--- config.mk ---
export PLATFORM = sky130hd
export DESIGN_NAME = req_traffic_gen
export DESIGN_NICKNAME = d
export VERILOG_FILES = /design/src/rtl/req_traffic_gen_pkg.sv /design/src/rtl/req_traffic_gen_client.sv /design/src/rtl/req_traffic_gen.sv
export SDC_FILE = /design/constraint.sdc
export NUM_CORES = 1
export LEC_CHECK = 0
export CAP_MARGIN = 20
export CORE_MARGIN = 2
export CORE_UTILIZATION = 25
export CTS_CLUSTER_DIAMETER = 200
export DETAILED_ROUTE_END_ITERATION = 16
export SLEW_MARGIN = 25
export SYNTH_ARGS = -nofsm -noshare
export SYNTH_HDL_FRONTEND = slang
export SYNTH_HIERARCHICAL = 1
export SYNTH_SLANG_ARGS = --single-unit
--- constraint.sdc ---
create_clock -name clk -period 6.4 [get_ports clk]
set_clock_uncertainty 0.15 [all_clocks]
set_input_delay 0.64 -clock clk [delete_from_list [all_inputs] [get_ports clk]]
set_output_delay 0.64 -clock clk [all_outputs]
set_load 0.02 [all_outputs]
--- src/rtl/req_traffic_gen_pkg.sv ---
// Shared types and constants for the request-traffic generator and its per-client FSMs.
package req_traffic_gen_pkg;

    typedef enum logic [1:0] {IDLE, REQ, BUSY, REL} client_state_e;

    localparam logic [15:0] LFSR_TAPS     = 16'hB400;
    localparam logic [15:0] LFSR_SEED_DEF = 16'hACE1;
    localparam int          HOLD_MAX_DEF  = 14;
    localparam int          IDLE_MAX_DEF  = 15;

    // One step of the 16-bit right-shifting Galois LFSR.
    function automatic logic [15:0] lfsr_step(input logic [15:0] s);
        return {1'b0, s[15:1]} ^ (s[0] ? LFSR_TAPS : 16'h0000);
    endfunction

endpackage

--- src/rtl/req_traffic_gen_client.sv ---
// One requester: idle countdown, request until granted, hold for hold_len cycles,
// pulse release, then idle again. Also keeps a saturating service count and a sticky error flag.
module req_client_fsm
    import req_traffic_gen_pkg::*;
#(
    parameter int CNT_W  = 4,
    parameter int STAT_W = 8,
    parameter int IDX    = 0
) (
    input  logic              clk,
    input  logic              rst_n,
    input  logic              enable,
    input  logic              grant,
    input  logic [CNT_W-1:0]  hold_len,
    input  logic [CNT_W-1:0]  idle_len,
    output logic              request,
    output logic              release_pulse,
    output logic              busy,
    output logic              proto_err,
    output logic [STAT_W-1:0] served_cnt
);

    client_state_e    state;
    logic [CNT_W-1:0] idle_cnt;
    logic [CNT_W-1:0] hold_cnt;
    logic             after_rel;

    always_ff @(posedge clk or negedge rst_n) begin
        if (!rst_n) begin
            state         <= IDLE;
            idle_cnt      <= CNT_W'(IDX);
            hold_cnt      <= '0;
            after_rel     <= 1'b0;
            request       <= 1'b0;
            release_pulse <= 1'b0;
            busy          <= 1'b0;
            proto_err     <= 1'b0;
            served_cnt    <= '0;
        end else begin
            after_rel <= 1'b0;
            case (state)
                IDLE: begin
                    // The arbiter may lag by one cycle in dropping grant after a release.
                    if (grant && !after_rel)
                        proto_err <= 1'b1;
                    if (enable) begin
                        if (idle_cnt == '0) begin
                            state   <= REQ;
                            request <= 1'b1;
                        end else begin
                            idle_cnt <= idle_cnt - 1'b1;
                        end
                    end
                end
                REQ: begin
                    if (grant) begin
                        state    <= BUSY;
                        request  <= 1'b0;
                        busy     <= 1'b1;
                        hold_cnt <= hold_len;
                    end
                end
                BUSY: begin
                    if (!grant) begin
                        state     <= IDLE;
                        busy      <= 1'b0;
                        proto_err <= 1'b1;
                        idle_cnt  <= idle_len;
                    end else if (hold_cnt == CNT_W'(1)) begin
                        state         <= REL;
                        busy          <= 1'b0;
                        release_pulse <= 1'b1;
                    end else begin
                        hold_cnt <= hold_cnt - 1'b1;
                    end
                end
                REL: begin
                    state         <= IDLE;
                    release_pulse <= 1'b0;
                    idle_cnt      <= idle_len;
                    after_rel     <= 1'b1;
                    if (served_cnt != '1)
                        served_cnt <= served_cnt + 1'b1;
                end
            endcase
        end
    end

endmodule

--- src/rtl/req_traffic_gen.sv ---
// Reproducible request traffic for the arbiter: a shared LFSR (or fixed config)
// supplies hold/idle lengths to N_CLIENTS independent request FSMs.
module req_traffic_gen
    import req_traffic_gen_pkg::*;
#(
    parameter int          N_CLIENTS = 3,
    parameter int          CNT_W     = 4,
    parameter int          HOLD_MAX  = HOLD_MAX_DEF,
    parameter int          IDLE_MAX  = IDLE_MAX_DEF,
    parameter logic [15:0] LFSR_SEED = LFSR_SEED_DEF,
    parameter int          STAT_W    = 8
) (
    input  logic                        clk,
    input  logic                        rst_n,
    input  logic                        enable,
    input  logic                        cfg_fixed,
    input  logic [CNT_W-1:0]            cfg_hold,
    input  logic [CNT_W-1:0]            cfg_idle,
    input  logic [N_CLIENTS-1:0]        grant,
    output logic [N_CLIENTS-1:0]        request,
    output logic [N_CLIENTS-1:0]        release_pulse,
    output logic [N_CLIENTS-1:0]        busy,
    output logic [N_CLIENTS-1:0]        proto_err,
    output logic [N_CLIENTS*STAT_W-1:0] served_cnt
);

    logic [15:0] lfsr;

    // Free-running so the random sequence depends only on time since reset.
    always_ff @(posedge clk or negedge rst_n) begin
        if (!rst_n) lfsr <= LFSR_SEED;
        else        lfsr <= lfsr_step(lfsr);
    end

    for (genvar i = 0; i < N_CLIENTS; i++) begin : g_client
        logic [3:0]       field;
        logic [CNT_W-1:0] hold_len;
        logic [CNT_W-1:0] idle_len;

        assign field = lfsr[4*i +: 4];

        always_comb begin
            if (cfg_fixed) begin
                hold_len = (cfg_hold == '0) ? CNT_W'(1) : cfg_hold;
                idle_len = cfg_idle;
            end else begin
                hold_len = CNT_W'(32'(field) % HOLD_MAX + 1);
                idle_len = CNT_W'(32'(field) % IDLE_MAX);
            end
        end

        req_client_fsm #(
            .CNT_W (CNT_W),
            .STAT_W(STAT_W),
            .IDX   (i)
        ) u_client (
            .clk          (clk),
            .rst_n        (rst_n),
            .enable       (enable),
            .grant        (grant[i]),
            .hold_len     (hold_len),
            .idle_len     (idle_len),
            .request      (request[i]),
            .release_pulse(release_pulse[i]),
            .busy         (busy[i]),
            .proto_err    (proto_err[i]),
            .served_cnt   (served_cnt[i*STAT_W +: STAT_W])
        );
    end

endmodule

== Yosys cells after proc, flatten, opt, wreduce, memory -nomap -nowiden ==
Cells that the tools add are included.

* Output and inout port bits: 36
* Logic and storage cells: 239
* Bits in read-only memories: 0
* Memories: 0
* Bits in latches: 0
* Bits of input ports: 15
* Memory bits (writable): 0
* Register bits: 85

* Shift operators: 0
* Add/subtract/negate cells: 12
* Equality and inequality tests: 45
* Order comparisons: 0
* $mul: 0
* Mux-type cells: 95
* Bitwise logic cells: 1
* Reductions and logical operators: 52
* Divide/modulo/power cells: 6

{| class="wikitable"
|+ Operator list
! kind !! number
|-
| $mod 4x4->32 const B || 6
|-
| $mux 4 || 25
|-
| $reduce_and 4->1 || 12
|-
| $ne 2x2->1 const B || 18
|-
| $pmux 4 s3 || 3
|-
| $mux 1 || 33
|-
| $mux 2 || 15
|-
| $reduce_and 3->1 || 9
|-
| $add 8x1->8 const B || 3
|-
| $ne 8x8->1 const B || 3
|-
| $pmux 1 s2 || 12
|-
| $pmux 2 s4 || 3
|-
| $pmux 4 s2 || 3
|-
| $reduce_bool 2->1 || 12
|-
| $sub 4x1->4 const B || 6
|-
| $ne 2x1->1 const B || 9
|-
| $logic_not 4->1 || 4
|-
| $mux 16 || 1
|-
| $xor 15x16->16 || 1
|-
| $add 4x1->4 const B || 3
|-
| $eq 2x2->1 const B || 6
|-
| $eq 4x1->1 const B || 3
|-
| $ne 3x2->1 const B || 3
|-
| $reduce_bool 3->1 || 3
|-
| other kinds (5) || 15
|}

== Longest topological paths before layout ==
* Word-level depth: 5
* Mapped depth: 10
* Mapped depth without buffers: 9

== Hierarchy ==
Netlist, hierarchy kept.

{| class="wikitable"
|+ Modules (own cells, without submodules)
! module !! instances !! area each (um2) !! cells an instance !! sequential area each (um2)
|-
| req_client_fsm at g_client[1].u_client ... || 2 || 1,246.2 || 124 || 576.8
|-
| req_client_fsm at g_client[0].u_client || 1 || 1,244.9 || 124 || 575.6
|-
| req_traffic_gen || 1 || 1,167.4 || 132 || 410.4
|}

== Worst setup path before layout ==
Ideal clock, no wire load.

* Path type: register -> register
* Start: register lfsr[0]
* End: register g_client[0].u_client.hold_cnt[2]
* Library setup time: 123 ps
* Path slack: 3,977 ps
* Cell stages (with the launch flop): 10
* Arrival: 2,150 ps
* Data required time: 6,127 ps
* Path buffers: 1
* Cells stage by stage: dfstp_2 > buf_2 > inv_1 > ha_1 > nor2b_1 > mux2_4 > ha_1 > xnor2_1 > mux2_2 > o221a_1

* Word-level cells in the longest chain between the ends: 5

{| class="wikitable"
|+ Ends and longest elaborated chain
! item !! RTL line !! RTL
|-
| from (decl) || req_traffic_gen.sv:27 || <nowiki>logic [15:0] lfsr;</nowiki>
|-
| from (signal assigned) || req_traffic_gen.sv:32 || <nowiki>else lfsr <= lfsr_step(lfsr);</nowiki>
|-
| $mod 4x4->32 || req_traffic_gen.sv:47 || <nowiki>hold_len = CNT_W'(32'(field) % HOLD_MAX + 1);</nowiki>
|-
| $add 4x1->4 || req_traffic_gen.sv:47 ||
|-
| $mux 4 || req_traffic_gen.sv:43 || <nowiki>if (cfg_fixed) begin</nowiki>
|-
| named net g_client[0].hold_len[2] || req_traffic_gen.sv:37 || <nowiki>logic [CNT_W-1:0] hold_len;</nowiki>
|-
| $mux 4 || req_traffic_gen_client.sv:56 || <nowiki>if (grant) begin</nowiki>
|-
| $pmux 4 s2 || req_traffic_gen_client.sv:41 || <nowiki>case (state)</nowiki>
|-
| to (signal assigned) || req_traffic_gen_client.sv:60 || <nowiki>hold_cnt <= hold_len;</nowiki>
|-
| to (signal assigned) || req_traffic_gen_client.sv:74 || <nowiki>hold_cnt <= hold_cnt - 1'b1;</nowiki>
|-
| to (decl) || req_traffic_gen_client.sv:25 || <nowiki>logic [CNT_W-1:0] hold_cnt;</nowiki>
|}

The timed path passes the listed nets, and every way through them passes these cells. The select of a mux whose other input is x is not followed.
A chain may end at the register's enable or synchronous reset.

== Worst setup path after layout ==
* Start: input cfg_fixed
* End: register g_client[1].u_client.hold_cnt[0]

* Word-level cells in the longest chain between the ends: 3

{| class="wikitable"
|+ Ends and longest elaborated chain
! item !! RTL line !! RTL
|-
| from (decl) || req_traffic_gen.sv:16 || <nowiki>input logic cfg_fixed,</nowiki>
|-
| $mux 4 || req_traffic_gen.sv:43 ||
|-
| named net g_client[1].hold_len[0] || req_traffic_gen.sv:37 ||
|-
| $mux 4 || req_traffic_gen_client.sv:56 ||
|-
| $pmux 4 s2 || req_traffic_gen_client.sv:41 ||
|-
| to (signal assigned) || req_traffic_gen_client.sv:60 ||
|-
| to (signal assigned) || req_traffic_gen_client.sv:74 ||
|-
| to (decl) || req_traffic_gen_client.sv:25 ||
|}

The timed path passes the listed nets, and every way through them passes these cells. The select of a mux whose other input is x is not followed.

==> results.toml <==
[clocking]
tritoncts_clock_tree = "built"
cts.clk_slew.worst_paths_ns = 0.06
cts_inserted_buffers = 9
cts_post_setup_buffers_inserted = 0
clk_path_buf_depth = 2
root_buffer_selected_by_cts = "sky130_fd_sc_hd__clkbuf_16"
clock-sinks = 85
cts_resized = 0
number_of_hold_repair_buffers_added_at_the_cts_stage = 1
htreeDepth = 3
clk-insertion-delay-late_ns = 0.35

[synth]
syn_avg_cell_area_um2 = 9.73
synth-seq-area-share_pct = 43.6
synthMostInstantiatedCell = "sky130_fd_sc_hd__dfrtp_1"
number_of_flops_mapped_to_enable_cells_by_yosys = 0
synth_common_cells = "75 x sky130_fd_sc_hd__dfrtp_1, 55 x sky130_fd_sc_hd__nand2_1, 37 x sky130_fd_sc_hd__o21ai_0, 32 x sky130_fd_sc_hd__a21oi_1, 27 x sky130_fd_sc_hd__inv_1"
synth_top_cells_by_area = "sky130_fd_sc_hd__dfrtp_1 38%, sky130_fd_sc_hd__ha_1 6.1%, sky130_fd_sc_hd__dfstp_2 5.4%"
post-synth-top-area-fraction_pct = 38.3
synth-main-ff-cell = "sky130_fd_sc_hd__dfrtp_1"
yosysWarnings = 6
synth.largest_area_cell = "sky130_fd_sc_hd__dfrtp_1"
netlist_instances = 504
distinct_cell_type_count_after_synthesis = 53
syn-cell-area_um2 = 4900
synth-async-reset-ratio_pct = 100
synth.net_count = 543
ys_seq_elements = 85

[hold_path]
timing.hold.worst.class = "reg2reg"
worst_hold_path.endpoint = "lfsr[11]"
hold_path_startpoint = "lfsr[12]"
hold_path_depth = 0

[place]
io_buffers = 50
gp_congestion = 0.809
place_inst = 803
preCtsSetupSlack_ns = 3.44
dpl.hpwl_mm = 7.82

[layout]
antenna-diode-count = 0
layout-drive-gt1-share_pct = 12.4
fin_nets = 589
finish.utilization_pct = 31.2
area.growth.synth_to_final_pct = 23.0
number_of_fill_cells = 1986
final_cell_count_no_fill = 820

[critical_path]
critPathArrivalTime_ns = 2.67
cp_top_family = "buffers and inverters"
crit_chain = "clkdlybuf4s50_1, inv_2, nor3_1, a21oi_1, and3b_1, a21oi_1, o22ai_1, a21oi_1"
cpMaxStageDelayCell = "sky130_fd_sc_hd__clkdlybuf4s50_1"
worstRegToRegCells = 8
crit_fanout = 19
r2r_setup_slack_ns = 3.95
cp.buffers_inverters = 2
worst_r2r_endpoint = "g_client[0].u_client/hold_cnt[2]"
crit-reg2reg-launch = "lfsr[0]"
timing.critical_path.slowest_cell_delay_ns = 0.73
cp.required_ns = 6.46
crit_top_cell = "sky130_fd_sc_hd__a21oi_1"
timing.critical_path.from_type = "primary input"
setup.worst_path.class = "in2reg"
end_kind = "register"

[drt]
routed_wirelength_mm = 11.2
drt_first_iter_violations = 255
drt.antenna.violating_nets = 0
post_drt_wl_per_cell_um = 13.7
firstDrtPassIters = 4
number_of_drc_violations_after_detailed_routing = 0
vias_per_cell = 4.67
vias = 3831

[timing]
timing.fmax_mhz = 383
fin_setup_tns_ns = 0
final.period_utilization_pct = 40.8
setup_violations = 0
hold_ws_ns = 0.202
finalCriticalPeriod_ns = 2.61
rsz_0062_raised_after_global_routing = "no"
timing.max_slew.rel_slack_pct = 52.1
worst_slew_pin_slew_ns = 0.719
final_slew_viol_count = 0
report.final.hold_viol_count = 0
timing.final.ws_setup_ns = 3.79

[pwr]
pwr-share-comb_pct = 33.7
cellInternalPower_uw = 1430
power_density_nw_per_um2 = 366
power.switching_uw = 778
share_seq_of_total_power_pct = 38.1
power_switching_share_pct = 35.3
ir_worst_vdd_v = 0.000156
leakage_uw = 0.00258
power.clock.fraction_pct = 28.2

[floorplanning]
io_pins = 51
placeableCoreArea_um2 = 19300
die_w_um = 144
die-height_um = 144
initial_utilization_pct = 25.4
die_area_um2 = 20800
rows = 51

[grt]
grt_overflow = 0
initial_antenna_violation_count = 0
pin_count_of_the_biggest_net_entering_global_routing = 78
grt_pass1_wl_mm = 18.4
grt_overall_usage_pct = 11.2
first_global_vias = 3607

[status]
status = "complete, no violations"

[job]
max_cap_violations = 0
==> logic make-up (layout without fill, tap and decap cells) <==
family,Yosys count,in the layout,share of synthesized area [%]
compound gates,126,126,17.0
xor+xnor,14,14,2.50
fa+ha+maj,24,24,6.12
buf+inv,51,102,4.08
flops,85,85,43.6
mux,28,28,6.43
simple gates,176,176,20.2
==> area by class of cell <==
cell class,instances,area (µm²),area share [%]
Clock buffer,11,243,4.02
Inverter,34,128,2.12
Tap cell,265,332,5.50
Multi-Input combinational cell,368,2560,42.5
Timing Repair Buffer,52,519,8.61
Sequential cell,85,2140,35.5
Clock inverter,5,106,1.76
==> placed cells by master (no fill, tap or decap), types with 4 or more instances in the layout <==
| master | n |
|---|---|
| sky130_fd_sc_hd__nor3_2 | 6 |
| sky130_fd_sc_hd__xnor2_1 | 8 |
| sky130_fd_sc_hd__a21oi_1 | 32 |
| sky130_fd_sc_hd__mux2i_1 | 12 |
| sky130_fd_sc_hd__mux2_1 | 9 |
| sky130_fd_sc_hd__o211ai_1 | 4 |
| sky130_fd_sc_hd__xor2_1 | 6 |
| sky130_fd_sc_hd__nor2_1 | 26 |
| sky130_fd_sc_hd__clkdlybuf4s50_1 | 49 |
| sky130_fd_sc_hd__nor3_1 | 11 |
| sky130_fd_sc_hd__nand4_1 | 9 |
| sky130_fd_sc_hd__nand3_1 | 18 |
| sky130_fd_sc_hd__nand2b_1 | 13 |
| sky130_fd_sc_hd__inv_1 | 27 |
| sky130_fd_sc_hd__nand2_1 | 55 |
| sky130_fd_sc_hd__o221ai_1 | 11 |
| sky130_fd_sc_hd__and2_1 | 5 |
| sky130_fd_sc_hd__o211a_1 | 4 |
| sky130_fd_sc_hd__inv_2 | 7 |
| sky130_fd_sc_hd__a21boi_0 | 4 |
| sky130_fd_sc_hd__clkbuf_16 | 9 |
| sky130_fd_sc_hd__mux2_4 | 4 |
| sky130_fd_sc_hd__dfrtp_1 | 75 |
| sky130_fd_sc_hd__o21ai_0 | 37 |
| sky130_fd_sc_hd__dfstp_2 | 10 |
| sky130_fd_sc_hd__a41oi_1 | 6 |
| sky130_fd_sc_hd__ha_1 | 24 |
==> power by group through the flow <==
stage | logic [µW] | registers (µW) | clock network, µW
final | 743 | 839 | 623
after global routing | 832 | 865 | 664
after CTS | 750 | 838 | 644
after detailed placement | 747 | 845 | 0
after global placement | 733 | 845 | 0
after floorplan | 516 | 838 | 0
==> sequential cells by signal, indices dropped and copies added (netlist names) <==
signal,count
g_client.u_client/idle_cnt,12
g_client.u_client/busy,3
g_client.u_client/hold_cnt,12
g_client.u_client/state,6
g_client.u_client/release_pulse,3
g_client.u_client/request,3
g_client.u_client/proto_err,3
lfsr,16
g_client.u_client/served_cnt,24
g_client.u_client/after_rel,3
==> how the worst max path moves through the flow <==
stage | startpoint | end | slack [ns] | cells after the start
after floorplan | lfsr[0] | g_client[0].u_client/hold_cnt[2] | 3.98 | 9
after global placement | cfg_fixed | g_client[0].u_client/hold_cnt[0] | 3.51 | 8
after detailed placement | cfg_fixed | g_client[0].u_client/hold_cnt[0] | 3.44 | 8
after CTS | cfg_fixed | g_client[1].u_client/hold_cnt[0] | 3.82 | 8
after global routing | cfg_fixed | g_client[0].u_client/hold_cnt[0] | 3.65 | 8
final | cfg_fixed | g_client[1].u_client/hold_cnt[0] | 3.79 | 8
==> worst register-to-register path: cells and delay by family (launching register included) <==
kind / cells / cell delay (ns)
AOI/OAI and AO/OA: 1 / 0.25
xor gates and xnor gates: 1 / 0.12
adders and majority gates: 2 / 0.39
buffers and inverters: 1 / 0.07
DFF: 1 / 0.68
muxes: 2 / 0.55
and+or+nand+nor: 1 / 0.12
==> metal layers <==
| layer | wire length, µm | track usage (%) |
|---|---|---|
| met3 | 477 | 3.41 |
| met5 | 0 | 0 |
| met1 | 5520 | 15.5 |
| met4 | 144 | 3.35 |
| met2 | 5090 | 16.9 |
==> stage by stage <==
stage / cell area [µm²] / total power [µW]
4_1_cts: 6030 / 2230
3_5_place_dp: 5670 / 1590
5_1_grt: 6030 / 2360
2_1_floorplan: 4900 / 1350
6_report: 6030 / 2210
3_3_place_gp: 5670 / 1580
Note: power is estimated with default switching activity, not from simulation.
